File: src/rtl/axi_write_buffer.sv
// axi_write_buffer: posted-write buffer between the uncached store path and
// the AXI write channels. Stores are accepted in one cycle, optionally merged
// into the youngest not-yet-issued entry for the same word, and drained in
// order as single-beat AXI writes with at most one write outstanding.
module axi_write_buffer #(
    parameter int DEPTH      = 8,
    parameter int ADDR_WIDTH = 32,
    parameter int DATA_WIDTH = 32,
    parameter int MERGE_EN   = 1
) (
    input  logic                         clk,
    input  logic                         rst,
    input  logic                         push_valid,
    output logic                         push_ready,
    input  logic [ADDR_WIDTH-1:0]        push_addr,
    input  logic [DATA_WIDTH-1:0]        push_data,
    input  logic [DATA_WIDTH/8-1:0]      push_strb,
    input  logic [ADDR_WIDTH-1:0]        query_addr,
    output logic                         query_hit,
    output logic                         empty,
    output logic [$clog2(DEPTH+1)-1:0]   count,
    output logic                         bus_err,
    output logic [ADDR_WIDTH-1:0]        awaddr,
    output logic [3:0]                   awlen,
    output logic [2:0]                   awsize,
    output logic [1:0]                   awburst,
    output logic                         awvalid,
    input  logic                         awready,
    output logic [DATA_WIDTH-1:0]        wdata,
    output logic [DATA_WIDTH/8-1:0]      wstrb,
    output logic                         wlast,
    output logic                         wvalid,
    input  logic                         wready,
    input  logic [1:0]                   bresp,
    input  logic                         bvalid,
    output logic                         bready
);
    localparam int STRB_W = DATA_WIDTH / 8;
    localparam int PTR_W  = $clog2(DEPTH);
    localparam int CNT_W  = $clog2(DEPTH + 1);
    localparam logic [ADDR_WIDTH-1:0] WORD_MASK = ~ADDR_WIDTH'(STRB_W - 1);

    typedef enum logic [1:0] {IDLE = 2'd0, REQ = 2'd1, RESP = 2'd2} state_t;

    // Entry storage; addresses are kept as word addresses
    logic [ADDR_WIDTH-1:0] addr_mem [DEPTH];
    logic [DATA_WIDTH-1:0] data_mem [DEPTH];
    logic [STRB_W-1:0]     strb_mem [DEPTH];

    logic [DEPTH-1:0]      valid_reg;
    logic [PTR_W-1:0]      head_reg;
    logic [PTR_W-1:0]      tail_reg;
    logic [PTR_W-1:0]      tail_last;
    logic [CNT_W-1:0]      count_reg;

    state_t                state_reg;
    logic                  aw_done_reg;
    logic                  w_done_reg;
    logic                  awvalid_reg;
    logic                  wvalid_reg;
    logic                  bready_reg;
    logic                  bus_err_reg;
    logic [ADDR_WIDTH-1:0] awaddr_reg;
    logic [DATA_WIDTH-1:0] wdata_reg;
    logic [STRB_W-1:0]     wstrb_reg;

    logic [ADDR_WIDTH-1:0] push_word;
    logic [ADDR_WIDTH-1:0] query_word;
    logic                  merge_ok;
    logic                  push_fire;
    logic                  push_new;
    logic                  merge_fire;
    logic                  load_fwd;
    logic                  pop;
    logic                  aw_hs;
    logic                  w_hs;
    logic [DATA_WIDTH-1:0] merged_data;
    logic [STRB_W-1:0]     merged_strb;
    logic [DEPTH-1:0]      hit_vec;

    assign push_word  = push_addr & WORD_MASK;
    assign query_word = query_addr & WORD_MASK;
    assign tail_last  = tail_reg - PTR_W'(1);

    // The youngest entry may absorb a store unless it is already on the bus
    assign merge_ok = (MERGE_EN != 0) && (count_reg != '0) &&
                      (addr_mem[tail_last] == push_word) &&
                      ((state_reg == IDLE) || (count_reg > CNT_W'(1)));

    assign push_ready = merge_ok || (count_reg < CNT_W'(DEPTH));
    assign push_fire  = push_valid && push_ready;
    assign merge_fire = push_fire && merge_ok;
    assign push_new   = push_fire && !merge_ok;

    // A merge into the head in the same cycle it is loaded must be forwarded,
    // otherwise the merged bytes would miss the outgoing beat
    assign load_fwd = merge_fire && (tail_last == head_reg);

    assign aw_hs = awvalid_reg && awready;
    assign w_hs  = wvalid_reg && wready;
    assign pop   = (state_reg == RESP) && bvalid;

    genvar gi;
    generate
        for (gi = 0; gi < STRB_W; gi++) begin : g_merge
            assign merged_data[gi*8 +: 8] = push_strb[gi] ? push_data[gi*8 +: 8]
                                                          : data_mem[tail_last][gi*8 +: 8];
        end
        for (gi = 0; gi < DEPTH; gi++) begin : g_hit
            assign hit_vec[gi] = valid_reg[gi] && (addr_mem[gi] == query_word);
        end
    endgenerate

    assign merged_strb = strb_mem[tail_last] | push_strb;
    assign query_hit   = |hit_vec;
    assign empty       = (count_reg == '0) && (state_reg == IDLE);
    assign count       = count_reg;

    assign awaddr  = awaddr_reg;
    assign awlen   = 4'd0;
    assign awsize  = 3'($clog2(STRB_W));
    assign awburst = 2'b01;
    assign awvalid = awvalid_reg;
    assign wdata   = wdata_reg;
    assign wstrb   = wstrb_reg;
    assign wlast   = 1'b1;
    assign wvalid  = wvalid_reg;
    assign bready  = bready_reg;
    assign bus_err = bus_err_reg;

    // Entry payload: new stores land at the tail, merges rewrite the youngest entry
    always_ff @(posedge clk) begin
        if (push_new) begin
            addr_mem[tail_reg] <= push_word;
            data_mem[tail_reg] <= push_data;
            strb_mem[tail_reg] <= push_strb;
        end else if (merge_fire) begin
            data_mem[tail_last] <= merged_data;
            strb_mem[tail_last] <= merged_strb;
        end
    end

    // Occupancy bookkeeping: valid bits, wrapping pointers and count
    always_ff @(posedge clk or posedge rst) begin
        if (rst) begin
            valid_reg <= '0;
            head_reg  <= '0;
            tail_reg  <= '0;
            count_reg <= '0;
        end else begin
            if (push_new) begin
                valid_reg[tail_reg] <= 1'b1;
                tail_reg            <= tail_reg + PTR_W'(1);
            end
            if (pop) begin
                valid_reg[head_reg] <= 1'b0;
                head_reg            <= head_reg + PTR_W'(1);
            end
            count_reg <= count_reg + CNT_W'(push_new) - CNT_W'(pop);
        end
    end

    // Drain FSM: load head, run independent AW/W handshakes, then wait for B
    always_ff @(posedge clk or posedge rst) begin
        if (rst) begin
            state_reg   <= IDLE;
            aw_done_reg <= 1'b0;
            w_done_reg  <= 1'b0;
            awvalid_reg <= 1'b0;
            wvalid_reg  <= 1'b0;
            bready_reg  <= 1'b0;
            bus_err_reg <= 1'b0;
            awaddr_reg  <= '0;
            wdata_reg   <= '0;
            wstrb_reg   <= '0;
        end else begin
            bus_err_reg <= 1'b0;
            case (state_reg)
                IDLE: begin
                    if (count_reg != '0) begin
                        awaddr_reg  <= addr_mem[head_reg];
                        wdata_reg   <= load_fwd ? merged_data : data_mem[head_reg];
                        wstrb_reg   <= load_fwd ? merged_strb : strb_mem[head_reg];
                        awvalid_reg <= 1'b1;
                        wvalid_reg  <= 1'b1;
                        aw_done_reg <= 1'b0;
                        w_done_reg  <= 1'b0;
                        state_reg   <= REQ;
                    end
                end
                REQ: begin
                    if (aw_hs) begin
                        awvalid_reg <= 1'b0;
                        aw_done_reg <= 1'b1;
                    end
                    if (w_hs) begin
                        wvalid_reg <= 1'b0;
                        w_done_reg <= 1'b1;
                    end
                    if ((aw_done_reg || aw_hs) && (w_done_reg || w_hs)) begin
                        bready_reg <= 1'b1;
                        state_reg  <= RESP;
                    end
                end
                RESP: begin
                    if (bvalid) begin
                        bready_reg <= 1'b0;
                        state_reg  <= IDLE;
                        if (bresp != 2'b00) begin
                            bus_err_reg <= 1'b1;
                        end
                    end
                end
                default: state_reg <= IDLE;
            endcase
        end
    end

endmodule

File: config.mk
export PLATFORM = sky130hd
export DESIGN_NAME = axi_write_buffer
export DESIGN_NICKNAME = d
export VERILOG_FILES = /design/src/rtl/axi_write_buffer.sv
export SDC_FILE = /design/constraint.sdc
export NUM_CORES = 1
export LEC_CHECK = 0
export BUFFER_PORTS_ARGS = -buffer_cell sky130_fd_sc_hd__buf_2
export CAP_MARGIN = 10
export CORE_MARGIN = 2
export CORE_UTILIZATION = 35
export DETAILED_ROUTE_END_ITERATION = 8
export GPL_TIMING_DRIVEN = 1
export PLACE_DENSITY_LB_ADDON = 0.25
export SLEW_MARGIN = 20
export SYNTH_ARGS = -nofsm -noshare
export SYNTH_HDL_FRONTEND = slang
export SYNTH_SLANG_ARGS = --single-unit
File: constraint.sdc
create_clock -name clk -period 15.5 [get_ports clk]
set_input_delay 1.55 -clock clk [delete_from_list [all_inputs] [get_ports clk]]
set_output_delay 1.55 -clock clk [all_outputs]
set_load 0.005 [all_outputs]
==> flow_metrics.env <==
export IMPL_viasPerCell=5.64
export IMPL_syn_inst=2114
export IMPL_worstPathArrival_ps=6320
export IMPL_tritoncts="built"
export IMPL_finalSetupTns_ps=0
export IMPL_wirelength_um=105000
export IMPL_clock_latency_ps=650
export IMPL_power_density_nw_per_um2=195
export IMPL_hp_class="reg2reg"
export IMPL_rows=113
export IMPL_drtIter0Drc=2187
export IMPL_gp_congestion=0.974
export IMPL_crit_buf_inv=3
export IMPL_die_h_um=313
export IMPL_clk_pin_slew_worst_paths_ps=60
export IMPL_vias=20300
export IMPL_p_comb_share_pct=41.3
export IMPL_intPower_mw=4.68
export IMPL_status="finished, final reports clean"
export IMPL_htreeDepth=3
export IMPL_leakagePower_nw=12.9
export IMPL_critical_path_endpoint_type="output pin"
export IMPL_drcViolationCount=0
export IMPL_hold_worst_slack_ps=470
export IMPL_cts_resized=0
export IMPL_avgSynthCellArea_um2=15.8
export IMPL_synth_edf_count=564
export IMPL_coreArea_um2=94700
export IMPL_finalCriticalPeriod_ps=7870
export IMPL_overflow=0
export IMPL_cts_made_buffers=74
export IMPL_crit_family="simple AND/OR/NAND/NOR gates"
export IMPL_switching_power_mw=2.74
export IMPL_cpPeakStageDelay_ps=890
export IMPL_power_share_clock_pct=24.6
export IMPL_layout_nets=2377
export IMPL_initial_core_util_pct=35.2
export IMPL_dpl_hpwl_um=67600
export IMPL_root_buffer="clkbuf_16"
export IMPL_drv_cap=0
export IMPL_startpoint_type="flip-flop"
export IMPL_antenna_left=0
export IMPL_syn_to_final_growth_pct=14.5
export IMPL_clock_path_buffers=3
export IMPL_synth_seq_cells=657
export IMPL_layout_cells_non_filler=3592
export IMPL_dieArea_um2=97700
export IMPL_synth_distinct_cells=65
export IMPL_finalClockSkew_ps=31.2
export IMPL_peakVddDrop_v=0.000206
export IMPL_drive_gt1_share_pct=30.3
export IMPL_hold_buffers=0
export IMPL_die_x_um=313
export IMPL_tightest_slew_ps=1110
export IMPL_worstPathRequired_ps=13950
export IMPL_swShare_pct=36.9
export IMPL_grt_max_degree=85
export IMPL_io_buffers=180
export IMPL_ys_seq_area_share_pct=57.8
export IMPL_grt_pass1_vias=20500
export IMPL_cp_cell_sequence="inv_1 -> ha_4 -> xor2_4 -> buf_12 -> mux4_2 -> xnor2_1 -> a21oi_1 -> nor4b_1 -> or4b_4 -> nor3_4 -> nand2b_1 -> buf_2"
export IMPL_pwr_share_seq_pct=34.0
export IMPL_postCtsSetupBuffers=0
export IMPL_drtPass1Iterations=5
export IMPL_yosys_warnings=0
export IMPL_finalHoldViolations=0
export IMPL_antenna_found_initial=15
export IMPL_slew_headroom_pct=25.7
export IMPL_post_dp_cell_area_um2=35600
export IMPL_drv_slew=0
export IMPL_clock_sinks=657
export IMPL_placed_cells=3448
export IMPL_worstPathMaxFanout=84
export IMPL_fmax_mhz=127
export IMPL_slowest_stage="dfrtp_4"
export IMPL_crit_type="reg2out"
export IMPL_grtUsageTotal_pct=21.4
export IMPL_ios=197
export IMPL_ys_flop_type="edfxtp_1"
export IMPL_post_route_period_util_pct=50.7
export IMPL_grt_pass1_wl_um=151000
export IMPL_synth_area_um2=33300
export IMPL_rsz0062_at_grt="false"
export IMPL_fillers=8628
export IMPL_async_flop_share_pct=14.2
export IMPL_wire_per_inst_um=29.2
export IMPL_finalSetupViolCount=0
export IMPL_finalInstanceArea_um2=38100
-- cell families after synthesis --
group / after synthesis / share of synthesized area, %
fa+ha+maj: 10 / 0.398
compound gates: 160 / 2.70
other cells: 2 / 0.0225
buf+inv: 186 / 2.55
flops: 657 / 57.8
mux: 455 / 23.8
xor+xnor: 275 / 7.28
simple gates: 369 / 5.46
-- final cells by class --
type	count	area [um2]	share of cell area [%]
Tap cell	1265	1580	4.15
Clock inverter	41	488	1.28
Sequential cell	657	19300	50.6
Clock buffer	96	2060	5.39
Timing Repair Buffer	217	1190	3.12
Inverter	28	108	0.282
Multi-Input combinational cell	1281	13400	35.2
Antenna cell	7	17.5	0.0459
-- synth_stat cells (all sizes together), types with 2 or more instances --
cell type,n,area [um2]
nand4,63,409
a32o,2,20.0
xor2,94,842
nor3,16,96.4
nor4b,2,32.5
o221ai,2,17.5
o21ai,116,581
buf,69,409
ha,9,113
o21a,2,15.0
a31oi,6,37.5
a21oi,9,45.0
mux4,260,5860
nand2,173,649
o31ai,2,15.0
o22ai,5,31.3
clkbuf,89,334
mux2i,124,1240
inv,28,105
nor2b,5,31.3
conb,2,7.51
o211ai,2,15.0
and3,2,12.5
and2,3,18.8
or3,3,18.8
nor4,32,200
dfrtp,93,2330
a21boi,4,30.0
nand3,39,195
edfxtp,564,16900
nand2b,4,25.0
xnor2,181,1590
or2,2,12.5
a211oi,2,20.0
mux2,71,826
nor2,21,78.8
-- through the flow --
step	util, %	setup slack (ps)	total power, mW
floorplan	-	9190	4.63
global placement	37.6	8240	5.61
detailed placement	37.6	8190	5.65
CTS	40.2	7460	7.48
global route	40.3	7330	7.77
finish	40.3	7630	7.42
-- power groups by stage --
stage,sequential [mW],combinational (mW),clock (mW)
3_3_place_gp,2.55,3.06,0
4_1_cts,2.53,3.10,1.86
2_1_floorplan,2.43,2.20,0
3_5_place_dp,2.56,3.09,0
6_report,2.53,3.07,1.83
5_1_grt,2.56,3.28,1.93
-- placed cells by master (no fill, tap or decap), types with 4 or more instances in the layout --
cell	instances
a21boi_0	4
a21oi_1	9
a31oi_1	6
buf_2	180
buf_4	36
bufinv_16	7
clkbuf_1	11
clkbuf_16	75
clkbuf_8	10
clkinv_1	4
clkinv_2	16
clkinvlp_4	5
conb_1	12
dfrtp_1	88
dfrtp_4	4
diode_2	7
edfxtp_1	564
ha_1	8
inv_1	25
mux2_2	62
mux2_4	9
mux2i_1	118
mux2i_4	6
mux4_2	259
nand2_1	172
nand2b_1	4
nand3_1	39
nand4_1	62
nor2_1	15
nor2_4	6
nor2b_1	4
nor3_1	13
nor4_1	32
o21ai_0	108
o21ai_1	8
o22ai_1	5
xnor2_1	180
xor2_1	93
-- per-layer routing --
| layer | wire length (um) | vias up | track usage, % |
|---|---|---|---|
| li1 | - | 8573 | - |
| met1 | 44500 | 10600 | 30.3 |
| met2 | 48900 | 929 | 33.5 |
| met3 | 8970 | 152 | 4.31 |
| met4 | 2570 | 6 | 6.15 |
| met5 | 42 | - | 0 |
-- final timing paths --
check | cells past startpoint | slack, ps | end | from
worst max-delay path | 12 | 7630 | push_ready | tail_reg[0]
worst min-delay path | 2 | 470 | awaddr[31] | awaddr[31]
worst max register to register | 13 | 8280 | data_mem[6][5] | tail_reg[0]
worst min register to register | 2 | 470 | awaddr[31] | awaddr[31]
max in group asynchronous | 3 | 13110 | head_reg[2] | rst
min in group asynchronous | 2 | 1120 | bus_err | rst
-- worst min-delay path, stage by stage, from the launching register on --
cell     delay (ps)
dfrtp_1         340
nand2_1          40
o21ai_0          50
Power figures use the tool's default switching activity.
